`src/rtl/proc_param.sv`:
```
// Parametrised multi-cycle processor: shared bus, register file, accumulator A,
// result register G, zero/carry flags and a four-step T0..T3 controller.
module proc_param #(
    parameter int W     = 16,
    parameter int RBITS = 3
) (
    input  logic         Clock,
    input  logic         Reset,
    input  logic         Run,
    input  logic [W-1:0] DIN,
    output logic         Done,
    output logic [W-1:0] BusWires,
    output logic [1:0]   Tstep_Q,
    output logic [W-1:0] Q,
    output logic         Zflag,
    output logic         Cflag
);

    localparam int NREG    = 2**RBITS;
    localparam int IRW     = 3 + 2*RBITS;
    localparam int SRC_G   = NREG;
    localparam int SRC_DIN = NREG + 1;

    localparam logic [2:0] OP_MV   = 3'b000;
    localparam logic [2:0] OP_MVI  = 3'b001;
    localparam logic [2:0] OP_ADD  = 3'b010;
    localparam logic [2:0] OP_SUB  = 3'b011;
    localparam logic [2:0] OP_AND  = 3'b100;
    localparam logic [2:0] OP_XOR  = 3'b101;
    localparam logic [2:0] OP_MVNZ = 3'b110;

    typedef enum logic [1:0] {T0 = 2'd0, T1 = 2'd1, T2 = 2'd2, T3 = 2'd3} tstep_t;

    tstep_t          tstep, tstep_next;
    logic [IRW-1:0]  ir;
    logic [2:0]      op;
    logic [RBITS-1:0] rx, ry;
    logic [W-1:0]    regs [NREG];
    logic [W-1:0]    a, g;
    logic [W:0]      alu_out;

    logic            ir_in, a_in, g_in, done;
    logic [NREG-1:0] rin;
    logic [NREG+1:0] src_sel;

    assign op = ir[IRW-1 -: 3];
    assign rx = ir[2*RBITS-1:RBITS];
    assign ry = ir[RBITS-1:0];

    // Bit W of the result carries the carry-out; subtraction is A + ~B + 1.
    function automatic logic [W:0] alu(input logic [2:0] f, input logic [W-1:0] x, input logic [W-1:0] y);
        case (f)
            OP_ADD:  alu = {1'b0, x} + {1'b0, y};
            OP_SUB:  alu = {1'b0, x} + {1'b0, ~y} + (W+1)'(1);
            OP_AND:  alu = {1'b0, x & y};
            OP_XOR:  alu = {1'b0, x ^ y};
            default: alu = '0;
        endcase
    endfunction

    always_comb begin
        tstep_next = tstep;
        ir_in      = 1'b0;
        a_in       = 1'b0;
        g_in       = 1'b0;
        done       = 1'b0;
        rin        = '0;
        src_sel    = '0;
        case (tstep)
            T0: begin
                if (Run) begin
                    ir_in      = 1'b1;
                    tstep_next = T1;
                end
            end
            T1: begin
                case (op)
                    OP_MV: begin
                        src_sel[ry] = 1'b1;
                        rin[rx]     = 1'b1;
                        done        = 1'b1;
                    end
                    OP_MVI: begin
                        src_sel[SRC_DIN] = 1'b1;
                        rin[rx]          = 1'b1;
                        done             = 1'b1;
                    end
                    OP_ADD, OP_SUB, OP_AND, OP_XOR: begin
                        src_sel[rx] = 1'b1;
                        a_in        = 1'b1;
                        tstep_next  = T2;
                    end
                    OP_MVNZ: begin
                        src_sel[ry] = 1'b1;
                        rin[rx]     = !Zflag;
                        done        = 1'b1;
                    end
                    default: done = 1'b1;
                endcase
            end
            T2: begin
                src_sel[ry] = 1'b1;
                g_in        = 1'b1;
                tstep_next  = T3;
            end
            T3: begin
                src_sel[SRC_G] = 1'b1;
                rin[rx]        = 1'b1;
                done           = 1'b1;
            end
            default: tstep_next = T0;
        endcase
        if (done) tstep_next = T0;
    end

    // One-hot bus: OR of every selected source, zero when idle.
    always_comb begin
        BusWires = '0;
        for (int k = 0; k < NREG; k++)
            if (src_sel[k]) BusWires = BusWires | regs[k];
        if (src_sel[SRC_G])   BusWires = BusWires | g;
        if (src_sel[SRC_DIN]) BusWires = BusWires | DIN;
    end

    assign alu_out = alu(op, a, BusWires);

    always_ff @(posedge Clock) begin
        if (Reset) begin
            tstep <= T0;
            ir    <= '0;
            a     <= '0;
            g     <= '0;
            Zflag <= 1'b0;
            Cflag <= 1'b0;
            for (int k = 0; k < NREG; k++) regs[k] <= '0;
        end else begin
            tstep <= tstep_next;
            if (ir_in) ir <= DIN[W-1 -: IRW];
            if (a_in)  a  <= BusWires;
            if (g_in) begin
                g     <= alu_out[W-1:0];
                Zflag <= (alu_out[W-1:0] == '0);
                Cflag <= alu_out[W];
            end
            for (int k = 0; k < NREG; k++)
                if (rin[k]) regs[k] <= BusWires;
        end
    end

    assign Done    = done;
    assign Tstep_Q = tstep;
    assign Q       = regs[0];

endmodule

```
`config.mk`:
```
export PLATFORM = sky130hd
export DESIGN_NAME = proc_param
export DESIGN_NICKNAME = d
export VERILOG_FILES = /design/src/rtl/proc_param.sv
export SDC_FILE = /design/constraint.sdc
export NUM_CORES = 1
export LEC_CHECK = 0
export BUFFER_PORTS_ARGS = -buffer_cell sky130_fd_sc_hd__buf_4
export CAP_MARGIN = 20
export CORE_UTILIZATION = 62
export DETAILED_ROUTE_END_ITERATION = 10
export GPL_ROUTABILITY_DRIVEN = 0
export HOLD_SLACK_MARGIN = 0.15
export PLACE_DENSITY = 0.8
export RECOVER_POWER = 50
export SETUP_SLACK_MARGIN = 0.1
export SLEW_MARGIN = 20
export SYNTH_ARGS = -nofsm -noshare
export SYNTH_HDL_FRONTEND = slang
export SYNTH_SLANG_ARGS = --single-unit
```
`constraint.sdc`:
```
create_clock -name Clock -period 5.89 [get_ports Clock]
set_clock_uncertainty 0.05 [all_clocks]
set_input_delay 1.178 -clock Clock [delete_from_list [all_inputs] [get_ports Clock]]
set_output_delay 1.178 -clock Clock [all_outputs]
set_load 0.02 [all_outputs]
```
Word-level counts from Yosys, hierarchy flattened
Memory sizes are Yosys's and may differ from the RTL's.
Index checks and enable logic that the tools add are counted.
{ "word_totals": {"input_bits": 19, "n_memories": 1, "output_inout_bits": 37, "reg_bits": 45, "ram_bits": 128, "elab_cells": 128} }
{ "mem_list": {"columns": ["name", "depth", "width", "rd", "rd_clocked_by_memory_dff", "write_ports", "line_no", "rtl"], "rows": [
  ["regs", 8, 16, 8, 0, 8, "38", "logic [W-1:0] regs [NREG];"]
]} }
{ "op_classes": {"bitwise_logic": 21, "n_eq_ne": 11, "reduce_logical": 13, "add_sub_neg": 3, "n_lt_le_gt_ge": 5, "mux": 68} }
{ "ops": {"columns": ["operator", "n"], "rows": [
  ["$mux 16", 18],
  ["$or 16x16->16", 9],
  ["$pmux 17 s4", 1],
  ["$pmux 8 s2", 4],
  ["$mux 1", 37],
  ["$add 16x16->17", 2],
  ["$add 17x1->17 const B", 1],
  ["$and 16x16->16", 1],
  ["$logic_not 16->1", 1],
  ["$not 16->16", 1],
  ["$xor 16x16->16", 1],
  ["$lt 3x5->1 const B", 2],
  ["$demux 1 s3", 3],
  ["$eq 3x3->1 const B", 3],
  ["$and 8x8->8", 1],
  ["$or 1x1->1", 8],
  ["$eq 3x2->1 const B", 2],
  ["$ge 3x1->1 const B", 2],
  ["$pmux 2 s3", 1],
  ["$reduce_or 2->1", 3],
  ["$eq 2x2->1 const B", 2],
  ["$lt 3x4->1 const B", 1],
  ["$mux 2", 2],
  ["$pmux 1 s2", 2],
  ["other kinds (11)", 13]
]} }

Logic depth before layout (Yosys ltp)
{ "depth": {"ltp_word": 30, "depth_mapped": 26, "mapped_depth_nobuf": 22} }

Worst setup path after synthesis
OpenSTA, ideal clock, no wires.
{ "synth_timing": {"kind": "register to register", "startpoint": "reg tstep[0], in the netlist Tstep_Q[0]", "endpoint": "reg Zflag", "path_slack_ns": 0.939, "required_time_ns": 5.781, "t_arrival_ns": 4.843, "path_stages_with_launch": 20, "setup_ns": 0.059, "path_buffers": 2, "period_less_slack_ns": 4.951, "cell_sequence": "dfxtp_1 -> ha_1 -> nor4b_1 -> clkbuf_1 -> a222oi_1 -> and4_1 -> buf_4 -> inv_1 -> ha_1 -> inv_1 -> fa_1 -> o21ba_2 -> o311ai_0 -> o41ai_1 -> mux2i_1 -> o211ai_1 -> a221oi_1 -> nand4_1 -> nor4_1 -> a31o_1"} }
{ "synth_between": {"elab_chain_len": 26, "word_cells_on_any_way": 34, "classes_between": "3 x add/sub; 3 x eq/ne; 15 x mux; 12 x bitwise; 1 x reduce/logical"} }
{ "synth_lines": {"columns": ["element", "line_no", "rtl"], "rows": [
  ["from (decl)", "34", "tstep_t tstep, tstep_next;"],
  ["from (signal assigned)", "137", "tstep <= tstep_next;"],
  ["$eq 2x2->1 or $eq 2x1->1 (tied branches)", "69", "case (tstep)"],
  ["$pmux 8 s2", "69", null],
  ["$mux 16", "120", "if (src_sel[k]) BusWires = BusWires | regs[k];"],
  ["$or 16x16->16", "120", null],
  ["$mux 16", "120", null],
  ["$or 16x16->16", "120", null],
  ["$mux 16", "120", null],
  ["$or 16x16->16", "120", null],
  ["[11 not listed]", null, null],
  ["$or 16x16->16", "122", "if (src_sel[SRC_DIN]) BusWires = BusWires | DIN;"],
  ["$mux 16 (*)", "122", null],
  ["named net BusWires[0]", "12", "output logic [W-1:0] BusWires,"],
  ["$not 16->16", "54", "OP_SUB: alu = {1'b0, x} + {1'b0, ~y} + (W+1)'(1);"],
  ["$add 16x16->17", "54", null],
  ["$add 17x1->17", "54", null],
  ["$pmux 17 s4 (*)", "52", "case (f)"],
  ["$logic_not 16->1 (*)", "142", "Zflag <= (alu_out[W-1:0] == '0);"],
  ["to (signal assigned)", "142", null],
  ["to (decl)", "15", "output logic Zflag,"]
]} }
Mark *: on every way through the listed nets, which the timed path passes. The rest lies on a longest branch.
A chain may end at the register's enable or synchronous reset.

Worst setup path in the final report
{ "layout_timing": {"startpoint": "reg ir[8]", "endpoint": "reg g[15]"} }
{ "layout_between": {"elab_chain_len": 27, "word_cells_on_any_way": 39, "classes_between": "3 x add/sub; 6 x eq/ne; 15 x mux; 12 x bitwise; 3 x reduce/logical"} }
{ "layout_lines": {"columns": ["element", "line_no", "rtl"], "rows": [
  ["from (decl)", "35", "logic [IRW-1:0] ir;"],
  ["from (signal assigned)", "138", "if (ir_in) ir <= DIN[W-1 -: IRW];"],
  ["$eq 3x3->1, or another cell as far along", null, null],
  ["$reduce_or 4->1 or $reduce_or 2->1 (tied branches)", null, null],
  ["$pmux 8 s2", "77", "case (op)"],
  ["$pmux 8 s2", "69", null],
  ["$mux 16", "120", null],
  ["$or 16x16->16", "120", null],
  ["$mux 16", "120", null],
  ["$or 16x16->16", "120", null],
  ["[11 not listed]", null, null],
  ["$or 16x16->16", "121", "if (src_sel[SRC_G]) BusWires = BusWires | g;"],
  ["$mux 16", "121", null],
  ["$or 16x16->16", "122", null],
  ["$mux 16", "122", null],
  ["$not 16->16", "54", null],
  ["$add 16x16->17", "54", null],
  ["$add 17x1->17", "54", null],
  ["$pmux 17 s4 (*)", "52", null],
  ["to (signal assigned)", "141", "g <= alu_out[W-1:0];"],
  ["to (decl)", "39", "logic [W-1:0] a, g;"]
]} }
Every way passes the cells marked *; elsewhere a longest branch is shown, timed or not.

==> PnR_summary.wiki <==
{| class="wikitable"
! Metric !! Value
|-
| Run status || complete, but fails checks
|-
| Failing checks || capacitance limit, slew limit
|-
| Flip-flop cell with the highest count after synthesis || edfxtp_1
|-
| Min setup slack post-route || 0.325 ns
|-
| Classification of the worst-slack hold path || flop to flop
|-
| Worst Setup Slack post-DPL || 0.269 ns
|-
| Area share of and/or/nand/nor cells after synthesis || 16.2%
|-
| Maximum fanout along the worst path || 10
|-
| Clock transition time at the flip-flop clock pins of the worst setup and hold paths || 0.07 ns
|-
| Setup TNS Final || 0 ns
|-
| Drt pass-1 iters || 6
|-
| Combined area of all synthesized cells || 9670 µm²
|-
| Mapped Avg Cell Area || 10.1 µm²
|-
| Yosys Warn Count || 0
|-
| Clock sinks || 173
|-
| Number of setup buffers added after CTS || 0
|-
| Number of hold buffers added after cts || 0
|-
| Multi-input combinational cell area || 4280 µm²
|-
| Detail Placement HPWL || 18.3 mm
|-
| Main combinational cell family by area after synthesis || compound AO/OA/AOI/OAI gates
|-
| XOR/XNOR Fraction of Synth Area || 0.815%
|-
| Gate count of the mapped netlist || 957
|-
| Cell Pwr Density || 405 nW/µm²
|-
| Max cap viols || 1
|-
| Fill cell instance count of the final layout || 1,169
|-
| Complex-gate fraction of the synthesized area || 19.7%
|-
| All-layer global routing usage || 34.5%
|-
| Die outline width || 127 µm
|-
| Floorplan core area || 15,200 µm²
|-
| Fraction of final layout cells with drive strength greater than 1 || 12.9%
|-
| Antenna fix cells || 0
|-
| Final Cycle Share || 94.5%
|-
| Global-route wire length before repair || 41.4 mm
|-
| Routed Antenna Nets || 0
|-
| Ports placed on the boundary || 56
|-
| Starting density of the core || 63.6%
|-
| Global route total overflow || 0
|-
| Drt drc || 0
|-
| Initial antenna violation count || 0
|-
| Num CTS Buffers || 17
|-
| Critical path data arrival time || 5.80 ns
|-
| Register bit total from synthesis || 173
|-
| Worst Max-Slew Pin Slew || 1.55 ns
|-
| Via count of the first global-routing pass || 7,404
|-
| Number of cell rows || 45
|-
| Adder-cell share of the synthesized area || 5.98%
|-
| Max transition margin || -3.18%
|-
| Root Buffer || clkbuf_16
|-
| Setup repair after global routing missed its margin || true
|-
| Total wire length after detailed routing || 27.0 mm
|-
| Async S/R FF share, synth || 0%
|-
| Seq. cell area || 4740 µm²
|-
| Worst Setup Path Type || flop to flop
|-
| Fin. Hold Viols || 0
|-
| Area of the die || 16,100 µm²
|-
| Vias after detailed routing || 7,875
|-
| Count of routing violations after the opening detailed-route iteration || 1,094
|-
| Post-cts sizing count || 0
|-
| Net count after synthesis || 1,021
|-
| Area delta synth->final || 8.51%
|-
| Leak pwr || 3.80 nW
|-
| Number of input and output port buffers inserted || 55
|-
| Clock insertion delay at the later pin of the skew report || 0.43 ns
|-
| Net count reported at finish || 1,029
|-
| Clock tree buffer depth || 2
|-
| Highest clock frequency the design can meet || 0.180 GHz
|-
| Post-detailed-route via-to-cell ratio || 6.75
|-
| Worst endpoint required time || 6.12 ns
|-
| Multiplexer area fraction after synthesis || 1.28%
|-
| Maximum vdd ir drop || 0.252 mV
|-
| TritonCTS clock tree || yes
|-
| Type of destination of the critical path || flop
|-
| Max-slew violation count || 17
|-
| Routed length per placed instance || 23.1 µm
|-
| CTS H-tree lvls || 4
|-
| Worst Setup Start Kind || flop
|-
| Pin count of the biggest net entering global routing || 62
|-
| Part of the Yosys area used for sequential elements || 49.1%
|-
| Finish-stage setup viols || 0
|-
| Count of flip-flops with a built-in enable after synthesis || 128
|-
| Overall die height || 127 µm
|-
| Count of distinct cell types in the synthesized netlist || 75
|-
| Min Clock Period, post-route || 5.57 ns
|}
sequential cells by signal, indices dropped and copies added, names as in the netlist:
name,flops
ir,9
g,16
Zflag,1
a,16
regs,128
Tstep_Q,2
Cflag,1
layout by cell type (no fill, tap or decap), types with 24 or more instances in the layout:
cell / instances
nor2_1: 180
edfxtp_1: 128
buf_4: 56
nand2_1: 53
a21oi_1: 46
dfxtp_1: 45
ha_1: 43
inv_1: 39
a22oi_1: 34
a222oi_1: 32
o21ai_0: 28
clkbuf_1: 24
final cells by class:
class                           count  share of cell area [%]
Clock inverter                     15                    1.45
Clock buffer                       17                    4.05
Sequential cell                   173                    45.2
Timing Repair Buffer               80                    4.86
Inverter                           39                    1.39
Multi-Input combinational cell    654                    40.8
Tap cell                          188                    2.24
kinds of logic (layout without fill, tap and decap cells):
kind of cell,after synthesis,count (layout)
DFF,173,173
muxes,12,12
xor gates and xnor gates,9,9
adders and majority gates,45,45
and+or+nand+nor,339,339
buffers and inverters,130,151
AOI/OAI and AO/OA,249,249
per-layer routing:
| layer | global-route usage [%] | wire length [µm] |
|---|---|---|
| met5 | 0 | 0 |
| met2 | 55.9 | 12600 |
| met3 | 5.99 | 2650 |
| met4 | 13.0 | 864 |
| met1 | 46.7 | 10900 |
per-stage QoR:
step / util (%) / power, mW / cells / hold WS, ns / instance area (µm²)
3_3_place_gp: 65.7 / 3.10 / 1134 / 0.422 / 9990
6_report: 69.0 / 4.25 / 1166 / 0.433 / 10500
4_1_cts: 69.5 / 4.23 / 1166 / 0.440 / 10600
2_1_floorplan: - / 2.73 / 957 / 0.395 / 9670
3_5_place_dp: 65.7 / 3.13 / 1134 / 0.429 / 9990
5_1_grt: 69.0 / 4.44 / 1166 / 0.458 / 10500
worst max-delay path, cell delays in order (launching register included):
cell and delay, ns:
dfxtp_1 0.47, nand2b_1 0.35, and3_4 0.27, a21oi_2 0.06, or2_4 0.25, o32ai_1 0.11, and2_0 0.55, buf_4 0.31
a222oi_1 0.09, and4_1 0.21, ha_1 0.42, and2b_1 0.23, and3_1 0.19, a221oi_2 0.35, a211oi_1 0.20, o41ai_2 0.39
o31a_1 0.18, mux2_2 0.33, a211oi_1 0.29, a211oi_1 0.12
power breakdown:
group,total [mW],internal [mW],switching [mW]
registers,1.56,1.46,0.106
clock network,1.10,0.597,0.508
logic,1.58,0.562,1.02
total,4.25,2.62,1.63
final timing paths:
kind              startpoint    end  slack [ns]  cells after the start
setup / recovery       ir[8]  g[15]        0.32                     19
hold / removal          g[1]   g[1]        0.43                      2
setup reg to reg       ir[8]  g[15]        0.32                     19
hold reg to reg         g[1]   g[1]        0.43                      2
cell usage after synthesis, drive strengths merged, types with 6 or more instances:
master / number / share of area, %
and2: 7 / 0.45
a222oi: 32 / 3.3
and4: 16 / 1.4
clkbuf: 35 / 1.4
a22oi: 34 / 2.6
nor3: 17 / 0.88
buf: 56 / 4.1
nor2b: 12 / 0.78
a21o: 7 / 0.54
ha: 43 / 5.6
o211ai: 7 / 0.54
o21ai: 29 / 1.5
nand2b: 13 / 0.92
mux2i: 9 / 0.93
a21oi: 47 / 2.5
edfxtp: 128 / 40
a211oi: 32 / 3.2
nand2: 53 / 2.1
o22ai: 10 / 0.65
or2: 6 / 0.41
dfxtp: 45 / 9.3
nor2: 180 / 7.0
nand3: 16 / 0.83
xnor2: 7 / 0.63
inv: 39 / 1.5
No activity file was read; power rests on OpenSTA's default activity.
